--- config.mk ---
export PLATFORM = sky130hd
export DESIGN_NAME = if_stage
export DESIGN_NICKNAME = d
export VERILOG_FILES = /design/src/rtl/if_stage.sv
export SDC_FILE = /design/constraint.sdc
export NUM_CORES = 1
export LEC_CHECK = 0
export ABC_AREA = 0
export CAP_MARGIN = 5
export CORE_ASPECT_RATIO = 1.1
export CORE_MARGIN = 5
export CORE_UTILIZATION = 49
export CTS_CLUSTER_SIZE = 25
export DETAILED_ROUTE_END_ITERATION = 12
export PLACE_DENSITY = 0.89
export SLEW_MARGIN = 20
export SYNTH_ARGS = -nofsm -noshare
export SYNTH_HDL_FRONTEND = slang
export SYNTH_SLANG_ARGS = --single-unit
--- constraint.sdc ---
create_clock -name clk -period 2.7 [get_ports clk]
set_clock_uncertainty 0.05 [all_clocks]
set_input_delay 0.675 -clock clk [delete_from_list [all_inputs] [get_ports clk]]
set_output_delay 0.675 -clock clk [all_outputs]
set_load 0.01 [all_outputs]
--- src/rtl/if_stage.sv ---
// -----------------------------------------------------------------------------
// if_stage : instruction-fetch stage, producer side of the IF->ID interface.
//
// Owns the PC and keeps at most one instruction-memory request in flight.
// Each returned word is captured and presented to ID with its PC and PC+4.
// The stage also handles ID stalls through a one-entry skid buffer, EX branch
// redirects (flush), and stops fetching when a HALT opcode is fetched.
//
// Parameters
//   RESET_PC           PC loaded on reset
//   HALT_OPC           opcode (bits 31:26) that stops fetching
//
// Ports
//   clk                clock, all state on the rising edge
//   reset              asynchronous reset, active low
//   stall_f_id         ID cannot accept; hold all *_2_id outputs
//   branch_taken_f_ex  redirect / flush request from EX
//   branch_target_f_ex redirect PC, bits [1:0] are forced to zero
//   imem_req           instruction-memory request
//   imem_addr          request address, stable while imem_req is high
//   imem_rvalid        response valid (may come in the same cycle as req)
//   imem_rdata         instruction word
//   inst_2_id          instruction to ID, 32'h0 (NOP) when not valid
//   pc_out_2_id        PC of inst_2_id
//   pc4_out_2_id       PC+4 of inst_2_id
//   inst_valid_2_id    inst_2_id holds a real instruction
//   halted             fetch stopped on HALT
//
// Optional feature (macro IF_PERF_CNT_EN)
//   fetch_cnt          instructions loaded to the ID outputs (wraps)
//   flush_cnt          cycles with branch_taken_f_ex high (wraps)
// -----------------------------------------------------------------------------
module if_stage #(
    parameter logic [31:0] RESET_PC = 32'h0000_0000,
    parameter logic [5:0]  HALT_OPC = 6'b010001
) (
    input  logic        clk,
    input  logic        reset,
    input  logic        stall_f_id,
    input  logic        branch_taken_f_ex,
    input  logic [31:0] branch_target_f_ex,
    output logic        imem_req,
    output logic [31:0] imem_addr,
    input  logic        imem_rvalid,
    input  logic [31:0] imem_rdata,
    output logic [31:0] inst_2_id,
    output logic [31:0] pc_out_2_id,
    output logic [31:0] pc4_out_2_id,
    output logic        inst_valid_2_id,
    output logic        halted
`ifdef IF_PERF_CNT_EN
    ,
    output logic [31:0] fetch_cnt,
    output logic [31:0] flush_cnt
`endif
);

    typedef enum logic [2:0] {
        S_IDLE,
        S_FETCH,
        S_BUF,
        S_DROP,
        S_HALT
    } state_t;

    state_t      state_q, state_d;
    logic [31:0] pc_q, pc_d;
    logic [31:0] inst_q, inst_d;
    logic [31:0] pcOut_q, pcOut_d;
    logic [31:0] pc4Out_q, pc4Out_d;
    logic        valid_q, valid_d;
    logic [31:0] skid_q, skid_d;

    logic [31:0] pcPlus4;
    logic [31:0] loadWord;
    logic        loadEn;
    logic        outstanding;

    // pc+4 wraps naturally in 32 bits
    assign pcPlus4 = pc_q + 32'd4;

    // Registered outputs only; nothing here depends combinationally on inputs
    assign imem_req        = (state_q == S_FETCH);
    assign imem_addr       = pc_q;
    assign inst_2_id       = inst_q;
    assign pc_out_2_id     = pcOut_q;
    assign pc4_out_2_id    = pc4Out_q;
    assign inst_valid_2_id = valid_q;
    assign halted          = (state_q == S_HALT);

    // Next-state logic. A branch overrides everything else. Otherwise the
    // output register empties into a bubble whenever ID takes its word, and
    // is refilled in the same cycle from memory (S_FETCH) or the skid buffer
    // (S_BUF). The skid buffer's fullness is implied by being in S_BUF.
    always_comb begin
        state_d     = state_q;
        pc_d        = pc_q;
        inst_d      = inst_q;
        pcOut_d     = pcOut_q;
        pc4Out_d    = pc4Out_q;
        valid_d     = valid_q;
        skid_d      = skid_q;
        loadWord    = imem_rdata;
        loadEn      = 1'b0;
        // A request is still owed a response if it has not returned this cycle
        outstanding = ((state_q == S_FETCH) || (state_q == S_DROP)) && !imem_rvalid;

        if (branch_taken_f_ex) begin
            valid_d = 1'b0;
            inst_d  = 32'h0;
            skid_d  = 32'h0;
            pc_d    = branch_target_f_ex & 32'hFFFF_FFFC;
            state_d = outstanding ? S_DROP : S_FETCH;
        end else begin
            if (!stall_f_id) begin
                valid_d = 1'b0;
                inst_d  = 32'h0;
            end

            case (state_q)
                S_IDLE: state_d = S_FETCH;
                S_FETCH: begin
                    if (imem_rvalid) begin
                        if (stall_f_id) begin
                            skid_d  = imem_rdata;
                            state_d = S_BUF;
                        end else begin
                            loadEn   = 1'b1;
                            loadWord = imem_rdata;
                        end
                    end
                end
                S_BUF: begin
                    if (!stall_f_id) begin
                        loadEn   = 1'b1;
                        loadWord = skid_q;
                    end
                end
                S_DROP: begin
                    if (imem_rvalid) begin
                        state_d = S_FETCH;
                    end
                end
                S_HALT: state_d = S_HALT;
                default: state_d = S_IDLE;
            endcase

            // The word that lands in the outputs always belongs to pc_q
            if (loadEn) begin
                inst_d   = loadWord;
                pcOut_d  = pc_q;
                pc4Out_d = pcPlus4;
                valid_d  = 1'b1;
                pc_d     = pcPlus4;
                state_d  = (loadWord[31:26] == HALT_OPC) ? S_HALT : S_FETCH;
            end
        end
    end

    // State and datapath registers
    always_ff @(posedge clk or negedge reset) begin
        if (!reset) begin
            state_q  <= S_IDLE;
            pc_q     <= RESET_PC;
            inst_q   <= 32'h0;
            pcOut_q  <= 32'h0;
            pc4Out_q <= 32'h0;
            valid_q  <= 1'b0;
            skid_q   <= 32'h0;
        end else begin
            state_q  <= state_d;
            pc_q     <= pc_d;
            inst_q   <= inst_d;
            pcOut_q  <= pcOut_d;
            pc4Out_q <= pc4Out_d;
            valid_q  <= valid_d;
            skid_q   <= skid_d;
        end
    end

`ifdef IF_PERF_CNT_EN
    logic [31:0] fetchCnt_q;
    logic [31:0] flushCnt_q;

    // Performance counters; loadEn is never set in a branch cycle
    always_ff @(posedge clk or negedge reset) begin
        if (!reset) begin
            fetchCnt_q <= 32'h0;
            flushCnt_q <= 32'h0;
        end else begin
            if (loadEn) begin
                fetchCnt_q <= fetchCnt_q + 32'd1;
            end
            if (branch_taken_f_ex) begin
                flushCnt_q <= flushCnt_q + 32'd1;
            end
        end
    end

    assign fetch_cnt = fetchCnt_q;
    assign flush_cnt = flushCnt_q;
`endif

endmodule
; ---- Word-level counts from Yosys, hierarchy flattened
; Index checks and enable logic that the tools add are counted.
[totals]
regBits = 164
[classes]
n_bitwise = 1
reduce_logical = 10
n_addsub = 1
n_eq_ne = 10
mux = 26
[op_table]
columns = op, n
row1 = $mux 32, 11
row2 = $add 32x3->32 const B, 1
row3 = $mux 3, 6
row4 = $pmux 3 s5, 1
row5 = $ne 4x3->1 const B, 2
row6 = $eq 3x2->1 const B, 2
row7 = $eq 6x5->1 const B, 1
row8 = $mux 1, 6
row9 = $reduce_bool 2->1, 3
row10 = $ne 4x2->1 const B, 1
row11 = $reduce_and 2->1, 2
row12 = $reduce_and 4->1, 1
row13 = $eq 3x1->1 const B, 1
row14 = $eq 3x3->1 const B, 1
row15 = $logic_not 3->1, 1
row16 = $ne 3x1->1 const B, 1
row17 = $ne 3x3->1 const B, 1
row18 = $mux 2, 1
row19 = $pmux 1 s2, 1
row20 = $logic_and 1x1->1, 1
row21 = $logic_not 1->1, 1
row22 = $logic_or 1x1->1, 1
row23 = $not 1->1, 1

; ---- Longest topological paths before layout
[logic_depth]
word_depth = 7
mapped_depth = 8
depth_no_buf = 5

; ---- Least setup slack after synthesis
; Ideal clock, no wire load.
[synth_path]
kind = input -> register
startpoint = in stall_f_id
endpoint = reg pc_q[9], in the netlist imem_addr[9]
n_path_buf = 0
slack_ps = 518
stages = 4
required_ps = 2568
arrival_time_ps = 2050
path_cell_list = or2_2 a2111oi_2 or3b_2 a31oi_1
[synth_via]
elab_chain_cells = 5
[synth_lines]
columns = item, line
row1 = start: declaration, 39  ; input logic stall_f_id,
row2 = $mux 1 *, "124, 134"
row3 = $mux 1, 123  ; if (imem_rvalid) begin
row4 = $pmux 1 s2 *, 120  ; case (state_q)
row5 = $mux 1 *, 108  ; if (branch_taken_f_ex) begin
row6 = $reduce_bool 2->1 (no line) *, n/a
row7 = end signal: assignment, 172  ; pc_q <= pc_d;
row8 = end: declaration, 67  ; logic [31:0] pc_q, pc_d;
; Mark *: on every way between the ends. The rest lies on a longest branch, timed or not. The select of a mux whose other input is x is not followed.
; A chain may end at the register's enable or synchronous reset.

; ---- Worst setup path after layout
[layout_path]
startpoint = reg pc_q[2], in the netlist imem_addr[2]
endpoint = reg pc_q[30], in the netlist imem_addr[30]
[layout_via]
elab_chain_cells = 3
[layout_lines]
columns = item, line
row1 = $add 32x3->32, 80  ; assign pcPlus4 = pc_q + 32'd4;
row2 = $mux 32, 149  ; if (loadEn) begin
row3 = $mux 32, 108
; No other way between the ends. The select of a mux whose other input is x is not followed.

==> flow_metrics.tcl <==
set metrics [dict create \
    outcome "complete, no violations" \
    cts_setup_buffers 0 \
    final_cell_mix "229 x nand2_1, 189 x clkdlybuf4s50_1, 158 x dfrtp_1, 66 x o21ai_0, 39 x nor2_1" \
    slew_viol_final 0 \
    clk_pin_slew_ns 0.06 \
    cpPeakStageDelay_ns 0.67 \
    required_ns 2.99 \
    yosysSeqAreaShare 0.516 \
    cts_tree "built" \
    max_freq_mhz 396 \
    synth-edff-count 0 \
    async_flop_share 1.00 \
    power_frac_clock 0.350 \
    p_leak_nw 4.30 \
    critPathLaunchType "flip-flop" \
    grt_pass1_wl_mm 36.4 \
    routed_wl_mm 22.8 \
    crit_chain "ha_1 > nand4_1 > or4_2 > or4_1 > a31oi_1" \
    cpLargestDelayFamily "simple AND/OR/NAND/NOR gates" \
    design.core.area_um2 15600 \
    port_buffers 191 \
    post-route-period-util 0.936 \
    grt_overflow 0 \
    grt_max_degree 51 \
    path_buf_inv 0 \
    ys_ff_latch 158 \
    cts_sinks 158 \
    via_per_inst 5.81 \
    die_x_um 129 \
    gp_congestion 0.844 \
    syn_inst 839 \
    clk_path_buf_depth 2 \
    synth.avg_cell_area_um2 9.13 \
    internal_power_mw 5.10 \
    finalPower_mw 7.13 \
    io_pins 200 \
    dp.cells 1200 \
    critPathKind "flip-flop to flip-flop" \
    cp.arrival_ns 2.81 \
    vias 7160 \
    finalCriticalPeriod_ns 2.53 \
    diodes 0 \
    min_path_type "primary input to async pin" \
    grt_pass1_vias 6948 \
    worstPathMaxFanout 6 \
    synth_ff_type "dfrtp_1" \
    dpl.hpwl_mm 15.6 \
    wl_per_cell_um 18.5 \
    drt_iter0_drc 577 \
    fin_tns_setup_ns 0 \
    antenna_found_initial 0 \
    fill_cells 1164 \
    ys_types 60 \
    syn_to_final_growth_pct 36.9 \
    rsz0062_at_grt "no" \
    power_per_cell_area_nw_per_um2 680 \
    swShare 0.285 \
    cts_buffers 17 \
    drtAntennaViolNets 0 \
    drc 0 \
    cts_hold_repair.buffers 0 \
    power_frac_seq 0.417 \
    hold_viol 0 \
    cts_root_buf "clkbuf_16" \
    die_area_um2 18200 \
    vdd_drop_max_uv 426 \
    cts_resized 0 \
    dr.pass1.iters 5 \
    yosysWarnings 0 \
    p_sw_mw 2.03 \
    instances_no_fill 1232 \
    clock_latency_ns 0.42 \
    critPathSlowestCell "or4_2" \
    htree_levels 4 \
    start_util 0.493 \
    maxCapViolCount 0 \
    synth_area_um2 7660 \
    cp-end-kind "flip-flop" \
    setup_viol 0 \
    nets 1089 \
    grt_use_total 0.254 \
    placementRows 48 \
    final_common_cell "nand2_1" \
    power_frac_comb 0.233 \
    die_h_um 141 \
    drive_gt1_frac 0.0872 \
]
## area by class of cell
type                            count  area (um2)  area share
Sequential cell                   158        3950       0.377
Multi-Input combinational cell    607        3340       0.319
Timing Repair Buffer              232        2320       0.221
Clock buffer                       20         457      0.0435
Tap cell                          200         250      0.0239
Clock inverter                     12         159      0.0151
Inverter                            3        11.3     0.00107
## Yosys cell counts, types with 2 or more instances
cell       count  share of area
nand4_1        8         0.0065
nand2b_1       2         0.0016
and4_1         3         0.0034
or4_2          2         0.0023
nor4_1         3         0.0024
nor2b_1        4         0.0033
or2_2          3         0.0024
nand4b_1       2         0.0023
buf_2          9         0.0059
nand2_1      229           0.11
inv_1          3         0.0015
a211oi_1       3         0.0029
o21ai_1        2         0.0013
o31ai_1       17          0.017
nor3b_1        2         0.0020
xor2_1         7         0.0080
o311ai_0       2         0.0023
mux2i_1       33          0.043
or4_1         21          0.021
o211ai_1       6         0.0059
nor2_1        39          0.019
a21oi_1       36          0.024
or4b_1         2         0.0026
nor4b_1        3         0.0034
xnor2_1       11          0.013
nand3_1       18          0.012
o41ai_1        5         0.0057
dfrtp_1      158           0.52
o2111ai_1      2         0.0023
clkbuf_8       4         0.0072
nand3b_1       2         0.0020
and3_1         6         0.0049
clkbuf_1      49          0.024
nor3_1         5         0.0033
o21ai_0       66          0.043
a31oi_1       31          0.025
buf_4          9         0.0088
or3_1         10         0.0082
## worst paths after layout
check,endpoint,slack [ns],startpoint,depth (start not counted)
max,imem_addr[30],0.17,imem_addr[2],5
min,inst_2_id[17],0.13,reset,1
max reg2reg,imem_addr[30],0.17,imem_addr[2],5
min reg2reg,pc_out_2_id[26],0.42,pc_out_2_id[26],2
max in group asynchronous,skid_q[11],1.82,reset,2
min in group clk,pc_out_2_id[26],0.42,pc_out_2_id[26],2
## through the flow
| step | utilization | instance area [um2] | hold slack [ns] | worst slack, ns |
|---|---|---|---|---|
| global route | 0.674 | 10500 | 0.157 | 0.0942 |
| CTS | 0.674 | 10500 | 0.147 | 0.0672 |
| finish | 0.674 | 10500 | 0.130 | 0.173 |
| detailed placement | 0.635 | 9870 | 0.413 | -0.0488 |
| global placement | 0.635 | 9870 | 0.408 | -0.0219 |
| floorplan | - | 7680 | 0.329 | 0.518 |
## state kept, by name, indices dropped and copies added (netlist names)
| name | count |
|---|---|
| inst_2_id | 32 |
| state_q | 3 |
| pc4_out_2_id | 30 |
| pc_out_2_id | 30 |
| imem_addr | 30 |
| inst_valid_2_id | 1 |
| skid_q | 32 |
## routing by layer
metal  GRT usage  share of wire  vias to the layer above  wire length (um)
li1            -              -                     3288                 -
met1       0.319           0.39                     3525              8860
met2       0.423           0.51                      293             11600
met3      0.0621          0.073                       54              1670
met4      0.0962          0.029                        0               663
met5           0              0                        -                 0
## power by group through the flow
stage | combinational (mW) | sequential, mW | clock [mW]
after floorplan | 0.533 | 3.10 | 0
after global placement | 1.61 | 2.99 | 0
after detailed placement | 1.66 | 3.01 | 0
after CTS | 1.67 | 2.97 | 2.53
after global routing | 1.80 | 3.02 | 2.64
final | 1.66 | 2.98 | 2.50
## cell families after synthesis
| kind of cell | count (synthesis) | synth area share |
|---|---|---|
| xor gates and xnor gates | 18 | 0.0206 |
| AOI/OAI and AO/OA | 177 | 0.138 |
| muxes | 33 | 0.0431 |
| DFF | 158 | 0.516 |
| and+or+nand+nor | 372 | 0.226 |
| adders and majority gates | 1 | 0.00163 |
| other | 1 | 0.000489 |
| buffers and inverters | 79 | 0.0547 |
No activity file was read; power rests on OpenSTA's default activity.
